[src/rtl/uart_tx_sched.sv]
// uart_tx_sched: round-robin scheduler that lets NREQ byte producers share a
// single uart_tx serializer, with a per-frame watchdog and an inter-frame gap.
module uart_tx_sched #(
  parameter int NREQ        = 4,
  parameter int GAP_CYC     = 2,
  parameter int TIMEOUT_CYC = 8192
) (
  input  logic              uclk,
  input  logic              rst,
  input  logic [NREQ-1:0]   req_valid,
  input  logic [8*NREQ-1:0] req_data,
  output logic [NREQ-1:0]   req_ack,
  output logic [NREQ-1:0]   req_done,
  output logic              tx_en,
  output logic [7:0]        tx_data,
  input  logic              tx_done,
  output logic              busy,
  output logic              timeout_err
);

  localparam int PW = (NREQ > 1) ? $clog2(NREQ) : 1;
  localparam int GW = (GAP_CYC > 0) ? $clog2(GAP_CYC + 1) : 1;
  localparam int WW = $clog2(TIMEOUT_CYC + 1);

  typedef enum logic [1:0] {
    IDLE,
    LAUNCH,
    BUSY,
    GAP
  } state_t;

  state_t          state;
  logic [PW-1:0]   rr_ptr;
  logic [PW-1:0]   owner;
  logic [GW-1:0]   gap_cnt;
  logic [WW-1:0]   wd_cnt;

  logic            found;
  logic [PW-1:0]   grant;
  logic [PW-1:0]   next_ptr;
  logic [PW:0]     sum;

  // Pick the first requesting index at or after rr_ptr, wrapping modulo NREQ
  always_comb begin
    found = 1'b0;
    grant = '0;
    sum   = '0;
    for (int i = 0; i < NREQ; i++) begin
      sum = {1'b0, rr_ptr} + (PW+1)'(i);
      if (sum >= (PW+1)'(NREQ)) begin
        sum = sum - (PW+1)'(NREQ);
      end
      if (!found && req_valid[sum[PW-1:0]]) begin
        found = 1'b1;
        grant = sum[PW-1:0];
      end
    end
    next_ptr = (grant == PW'(NREQ - 1)) ? '0 : grant + PW'(1);
  end

  // Scheduler FSM: grant, launch, wait for completion or watchdog, then gap
  always_ff @(posedge uclk or posedge rst) begin
    if (rst) begin
      state       <= IDLE;
      rr_ptr      <= '0;
      owner       <= '0;
      gap_cnt     <= '0;
      wd_cnt      <= '0;
      req_ack     <= '0;
      req_done    <= '0;
      tx_en       <= 1'b0;
      tx_data     <= '0;
      busy        <= 1'b0;
      timeout_err <= 1'b0;
    end else begin
      req_ack     <= '0;
      req_done    <= '0;
      tx_en       <= 1'b0;
      timeout_err <= 1'b0;
      case (state)
        IDLE: begin
          if (found) begin
            tx_data        <= req_data[8*grant +: 8];
            tx_en          <= 1'b1;
            req_ack[grant] <= 1'b1;
            owner          <= grant;
            rr_ptr         <= next_ptr;
            busy           <= 1'b1;
            state          <= LAUNCH;
          end
        end
        LAUNCH: begin
          wd_cnt <= '0;
          state  <= BUSY;
        end
        BUSY: begin
          wd_cnt <= wd_cnt + WW'(1);
          if (tx_done || (wd_cnt == WW'(TIMEOUT_CYC - 1))) begin
            if (tx_done) begin
              req_done[owner] <= 1'b1;
            end else begin
              timeout_err <= 1'b1;
            end
            if (GAP_CYC == 0) begin
              busy  <= 1'b0;
              state <= IDLE;
            end else begin
              gap_cnt <= '0;
              state   <= GAP;
            end
          end
        end
        GAP: begin
          if (gap_cnt == GW'(GAP_CYC - 1)) begin
            busy  <= 1'b0;
            state <= IDLE;
          end else begin
            gap_cnt <= gap_cnt + GW'(1);
          end
        end
        default: begin
          busy  <= 1'b0;
          state <= IDLE;
        end
      endcase
    end
  end

endmodule

[config.mk]
export PLATFORM = sky130hd
export DESIGN_NAME = uart_tx_sched
export DESIGN_NICKNAME = d
export VERILOG_FILES = /design/src/rtl/uart_tx_sched.sv
export SDC_FILE = /design/constraint.sdc
export NUM_CORES = 1
export LEC_CHECK = 0
export CAP_MARGIN = 5
export CORE_UTILIZATION = 40
export DETAILED_ROUTE_END_ITERATION = 10
export MAX_ROUTING_LAYER = met4
export PLACE_DENSITY_LB_ADDON = 0.08
export SLEW_MARGIN = 10
export SYNTH_ARGS = -nofsm -noshare
export SYNTH_HDL_FRONTEND = slang
export SYNTH_SLANG_ARGS = --single-unit
[constraint.sdc]
create_clock -name uclk -period 2.05 [get_ports uclk]
set_clock_uncertainty 0.2 [all_clocks]
set_input_delay 0.3075 -clock uclk [delete_from_list [all_inputs] [get_ports uclk]]
set_output_delay 0.3075 -clock uclk [all_outputs]
set_load 0.02 [all_outputs]
==> results of run 1 <==
-- metal layers --
metal  part of all wire  up-vias  track usage
met4              0.015        0       0.0827
met1               0.47      989        0.269
met2               0.48       47        0.305
met5                  0        -            -
met3              0.034        6       0.0371
li1                   -     1008            -
-- path summary, 6_finish.rpt --
path                       startpoint          end  slack, ps  cells after the start
max in group asynchronous         rst    wd_cnt[5]       1270                      3
min reg2reg                  owner[0]  req_done[2]        260                      1
max reg2reg                 rr_ptr[1]   tx_data[1]         30                      6
max                         rr_ptr[1]   tx_data[1]         30                      6
min in group uclk            owner[0]  req_done[2]        260                      1
min                               rst   tx_data[4]        150                      3
-- cells by family after synthesis --
kind of cell,after synthesis
AND/OR/NAND/NOR,88
multiplexers,11
adder cells (fa/ha/maj),9
flip-flops,41
XOR/XNOR,7
AO/OA/AOI/OAI,56
buffers and inverters,18
-- repair_timing --
item,4_1_cts,5_1_grt
endpoints found under the setup margin,6,19
resized for setup,5,16
hold endpoints to repair,0,0
buffers inserted,1,5
pin swaps,1,8
-- state kept, by name (all words and copies together) (netlist names) --
name and count:
tx_data 8, state 2, rr_ptr 2, tx_en 1
owner 2, timeout_err 1, req_done 4, wd_cnt 14
busy 1, req_ack 4, gap_cnt 2
-- per-stage QoR --
step | setup TNS, ps | setup slack, ps
after CTS | -118 | -31.5
after floorplan | 0 | 9.33
after global routing | -45.8 | -17.2
after detailed placement | -5310 | -385
final | 0 | 32.2
after global placement | -4460 | -327
-- layout make-up --
class	count	area, µm²	area share
inverter	12	45.0	0.0136
tap	70	87.6	0.0264
clock buffer	8	80.1	0.0242
timing repair buffer	94	878	0.265
sequential	41	1030	0.310
multi-input combinational	171	1190	0.361
-- power breakdown --
part / switching, W / internal (W) / total (W)
registers: 0.000164 / 0.00103 / 0.00120
clock network: 0.000274 / 0.000242 / 0.000516
logic: 0.00108 / 0.00114 / 0.00222
total: 0.00152 / 0.00242 / 0.00394
-- Yosys cell counts (5+ instances only) --
library cell	n	area [µm²]
nand3_1	17	85.1
a221o_1	7	70.1
o21ai_0	20	100
nor2_1	19	71.3
inv_1	11	41.3
nand2_1	26	97.6
nand2b_1	5	31.3
ha_1	9	113
clkbuf_1	6	22.5
mux2_2	7	78.8
dfrtp_1	41	1030
a21oi_1	10	50.1
-- critical path, stage by stage (launching register included) --
cell and delay [ps]:
dfrtp_2 450, mux2i_4 290, o22ai_4 100, nor2_4 140
buf_12 130, mux2_4 290, a221o_1 310
==> flow_summary.ini, run 1 <==
[outcome]
status = finished clean

[power]
ir_drop_v = 0.000638
p_leak_nw = 1.47
power.density_mw_per_mm2 = 1190
power.total_w = 0.00394

[die]
rows = 26
core-area_mm2 = 0.00520
die_y_um = 76.3
die_area_mm2 = 0.00582
num_io_pins = 58
die-width_um = 76.3
initial_utilization = 0.424

[placement]
placed_area_mm2 = 0.00309
io_buffers = 57
placed_cells = 382
place_congestion = 0.820
hpwlAfterDp_um = 3960

[synth]
synth_xor_area_frac = 0.0278
synthDistinctLibCells = 37
ys_dominant_reg_cell = dfrtp_1
synth_top_family_by_area = simple AND/OR/NAND/NOR gates
ys_seq_area_frac = 0.465
yosys_warnings = 0
avgSynthCellArea_um2 = 9.60
synth_compound_area_frac = 0.180
synth-async-reset-ratio = 1.00
synth_edf_count = 0
synth-simple-area-share = 0.192
synth_nets = 278
ys_seq_elements = 41
synthMuxAreaShare = 0.0539
synthCells = 230
synth_adder_area_share = 0.0510
netlist_area_mm2 = 0.00221

[sta]
worst_pin_slew_ps = 325
setup_violations = 0
fin_crit_ps = 2020
slew_violations = 0
fmax_ghz = 0.496
rsz0062_at_grt = true
relSlewSlack = 0.780
finalHoldViolCount = 0
holdWs_ps = 154
min_period_over_period = 0.984

[detailed_routing]
via_per_inst = 5.18
drc = 0
wirelength_um = 5350
ant_nets = 0
drt-pass1-iter-count = 4
drtIter0Drc = 84
wl_per_cell_um = 13.5
dr_total_vias = 2050

[setup_path]
critPathKind = reg2reg
crit_arrival_ps = 2010
crit_required_ps = 2040
worstSetupStartpointType = flop
cp-end-kind = flop
worstPathMaxFanout = 5

[run]
drv_cap = 0

[clock_network]
clock_path_buffers = 2
root_buffer = clkbuf_8
cts.clk_slew.worst_paths_ps = 80
worstSkewPairLatency_ps = 300
cts_tree = done
numClockSinks = 41
cts_hold_buf = 0
cts_buffers = 5
h-tree-depth = 2

[grt]
grt_pass1_vias = 1922
grt_pass1_wl_um = 8920
grt_max_degree = 42
antenna_found_initial = 0
track_usage = 0.202
gr-total-overflow = 0

[finish]
area_growth_pct = 50.1
post-route-util = 0.637
diodes = 0
final_cell_area_mm2 = 0.00331
drive_gt1_frac = 0.199
nets = 373
final_common_cell = clkdlybuf4s50_1
fillers = 460
finalNonFillerCells = 396
most-common-layout-cells = 55 x clkdlybuf4s50_1, 40 x dfrtp_1, 33 x buf_4

[worst_hold_path]
hold_path.class = in2async
Power figures use the tool's default switching activity.
==> run 2, diff against run 1 <==
Settings changed: HOLD_SLACK_MARGIN set to 0.1.
Clock period 2.05 ns to 1.78 ns, I/O delays scaled along.
==> flow_summary.ini, run 2 (same netlist as run 1, synthesis figures left out) <==
[outcome]
status = complete, but fails checks
violations = negative setup slack

[sta]
rsz0062_at_grt = true
worst_slack_ps = -208
fmax_ghz = 0.503
finalHoldViolCount = 0
slew_violations = 0
holdWs_ps = 124
relSlewSlack = 0.689
fin_crit_ps = 1990
min_period_over_period = 1.12
worst_pin_slew_ps = 465
setup_violations = 14

[finish]
area_growth_pct = 58.8
finalNonFillerCells = 408
post-route-util = 0.674
regMostFlops = wd_cnt
final_common_cell = clkdlybuf4s50_1
drive_gt1_frac = 0.275
largest_reg_flops = 14
final_cell_area_mm2 = 0.00351
fillers = 439
reg_top3 = wd_cnt (14), tx_data (8)
multi_input_area_mm2 = 0.00124
most-common-layout-cells = 48 x clkdlybuf4s50_1, 46 x buf_4, 41 x dfrtp_1
nets = 385
seqCellArea_mm2 = 0.00103
diodes = 0

[setup_path]
critPathKind = reg2reg
worstSetupStartpointType = flop
worstPathMaxFanout = 7
path_cells = mux2i_2 -> o22ai_4 -> nor2_4 -> buf_12 -> mux2_4 -> a221o_1
r2r_end = tx_data[6]
crit_required_ps = 1750
reg2reg_from = rr_ptr[1]
r2r_slack_ps = -210
crit_slowest_cell = dfrtp_1
cp-end-kind = flop
reg2reg_depth = 6
critPathMaxStageDelay_ps = 420
crit_arrival_ps = 1960

[clock_network]
cts_buffers = 5
clock_path_buffers = 2
root_buffer = clkbuf_8
h-tree-depth = 2
cts_tree = done
cts.clk_slew.worst_paths_ps = 80
worstSkewPairLatency_ps = 290
numClockSinks = 41

[power]
p_leak_nw = 1.62
power.density_mw_per_mm2 = 1380
power.total_w = 0.00483
ir_drop_v = 0.000709

[die]
num_io_pins = 58
die-width_um = 76.3
rows = 26
die_y_um = 76.3
die_area_mm2 = 0.00582
initial_utilization = 0.424
core-area_mm2 = 0.00520

[detailed_routing]
drc = 0
wl_per_cell_um = 14.1
via_per_inst = 5.19
drtIter0Drc = 66
dr_total_vias = 2116
wirelength_um = 5740
drt-pass1-iter-count = 5
ant_nets = 0

[grt]
grt_pass1_wl_um = 9650
gr-total-overflow = 0
antenna_found_initial = 0
grt_max_degree = 42
grt_pass1_vias = 2166
track_usage = 0.215

[run]
drv_cap = 0

[placement]
placed_cells = 395
hpwlAfterDp_um = 4130
placed_area_mm2 = 0.00323
place_congestion = 0.876
io_buffers = 57

[worst_hold_path]
hold_path.class = in2async
run 2: cell count changes in the layout (fill, tap and decap cells not counted), moves of 3 or more:
cell	change
dlymetal6s2s_1	+8
clkbuf_1	-3
inv_1	-3
clkdlybuf4s50_1	-7
buf_4	+13
inv_2	+3
run 2: through the flow:
stage,setup WS (ps),TNS (ps)
2_1_floorplan,-250,-1640
3_3_place_gp,-487,-7700
3_5_place_dp,-523,-8360
4_1_cts,-216,-2260
5_1_grt,-284,-3180
6_report,-208,-1670
run 2: where the power goes:
| part | total [W] | internal (W) | switching [W] |
|---|---|---|---|
| Combinational | 0.00271 | 0.00139 | 0.00132 |
| Clock | 0.000760 | 0.000420 | 0.000340 |
| Sequential | 0.00136 | 0.00119 | 0.000173 |
run 2: area by class of cell:
type | instances | area share
clock buffers | 5 | 0.0196
clock inverters | 3 | 0.0125
inverters | 12 | 0.0139
multi-input cells | 171 | 0.355
flip-flops and latches | 41 | 0.293
well taps | 70 | 0.0250
repair buffers | 106 | 0.281
run 2: layer usage:
layer | part of all wire | wire length, µm | up-vias | global-route usage
met5 | 0 | 0 | - | -
met3 | 0.040 | 228 | 12 | 0.0335
met1 | 0.42 | 2380 | 1020 | 0.236
met2 | 0.53 | 3020 | 55 | 0.395
met4 | 0.019 | 108 | 0 | 0.0692
li1 | - | - | 1029 | -
run 2: worst max-delay path by stage:
stage,from,to,slack [ps],cells after the start
after floorplan,rr_ptr[1],tx_data[0],-250,5
after global placement,req_valid[2],tx_data[6],-490,7
after detailed placement,req_valid[2],tx_data[0],-520,7
after CTS,rr_ptr[1],tx_data[6],-220,6
after global routing,rr_ptr[1],tx_data[6],-280,6
final,rr_ptr[1],tx_data[6],-210,6
run 2: timing repair:
action / CTS / global route
resized for setup: 13 / 26
hold buffers: 0 / 0
pin swaps: 8 / 8
setup buffers: 2 / 4
endpoints found under the setup margin: 20 / 30
run 2: critical path: cells and delay by family, from the launching register on:
family / cells / cell delay [ps]
DFF: 1 / 420
AOI/OAI and AO/OA: 2 / 410
buffers and inverters: 1 / 130
muxes: 2 / 590
and+or+nand+nor: 1 / 110
==> run 3, diff against run 2 <==
Settings changed: CTS_CLUSTER_SIZE set to 24.
==> results of run 3 <==
Final layout, timing and power as in run 2 (identical DEF).
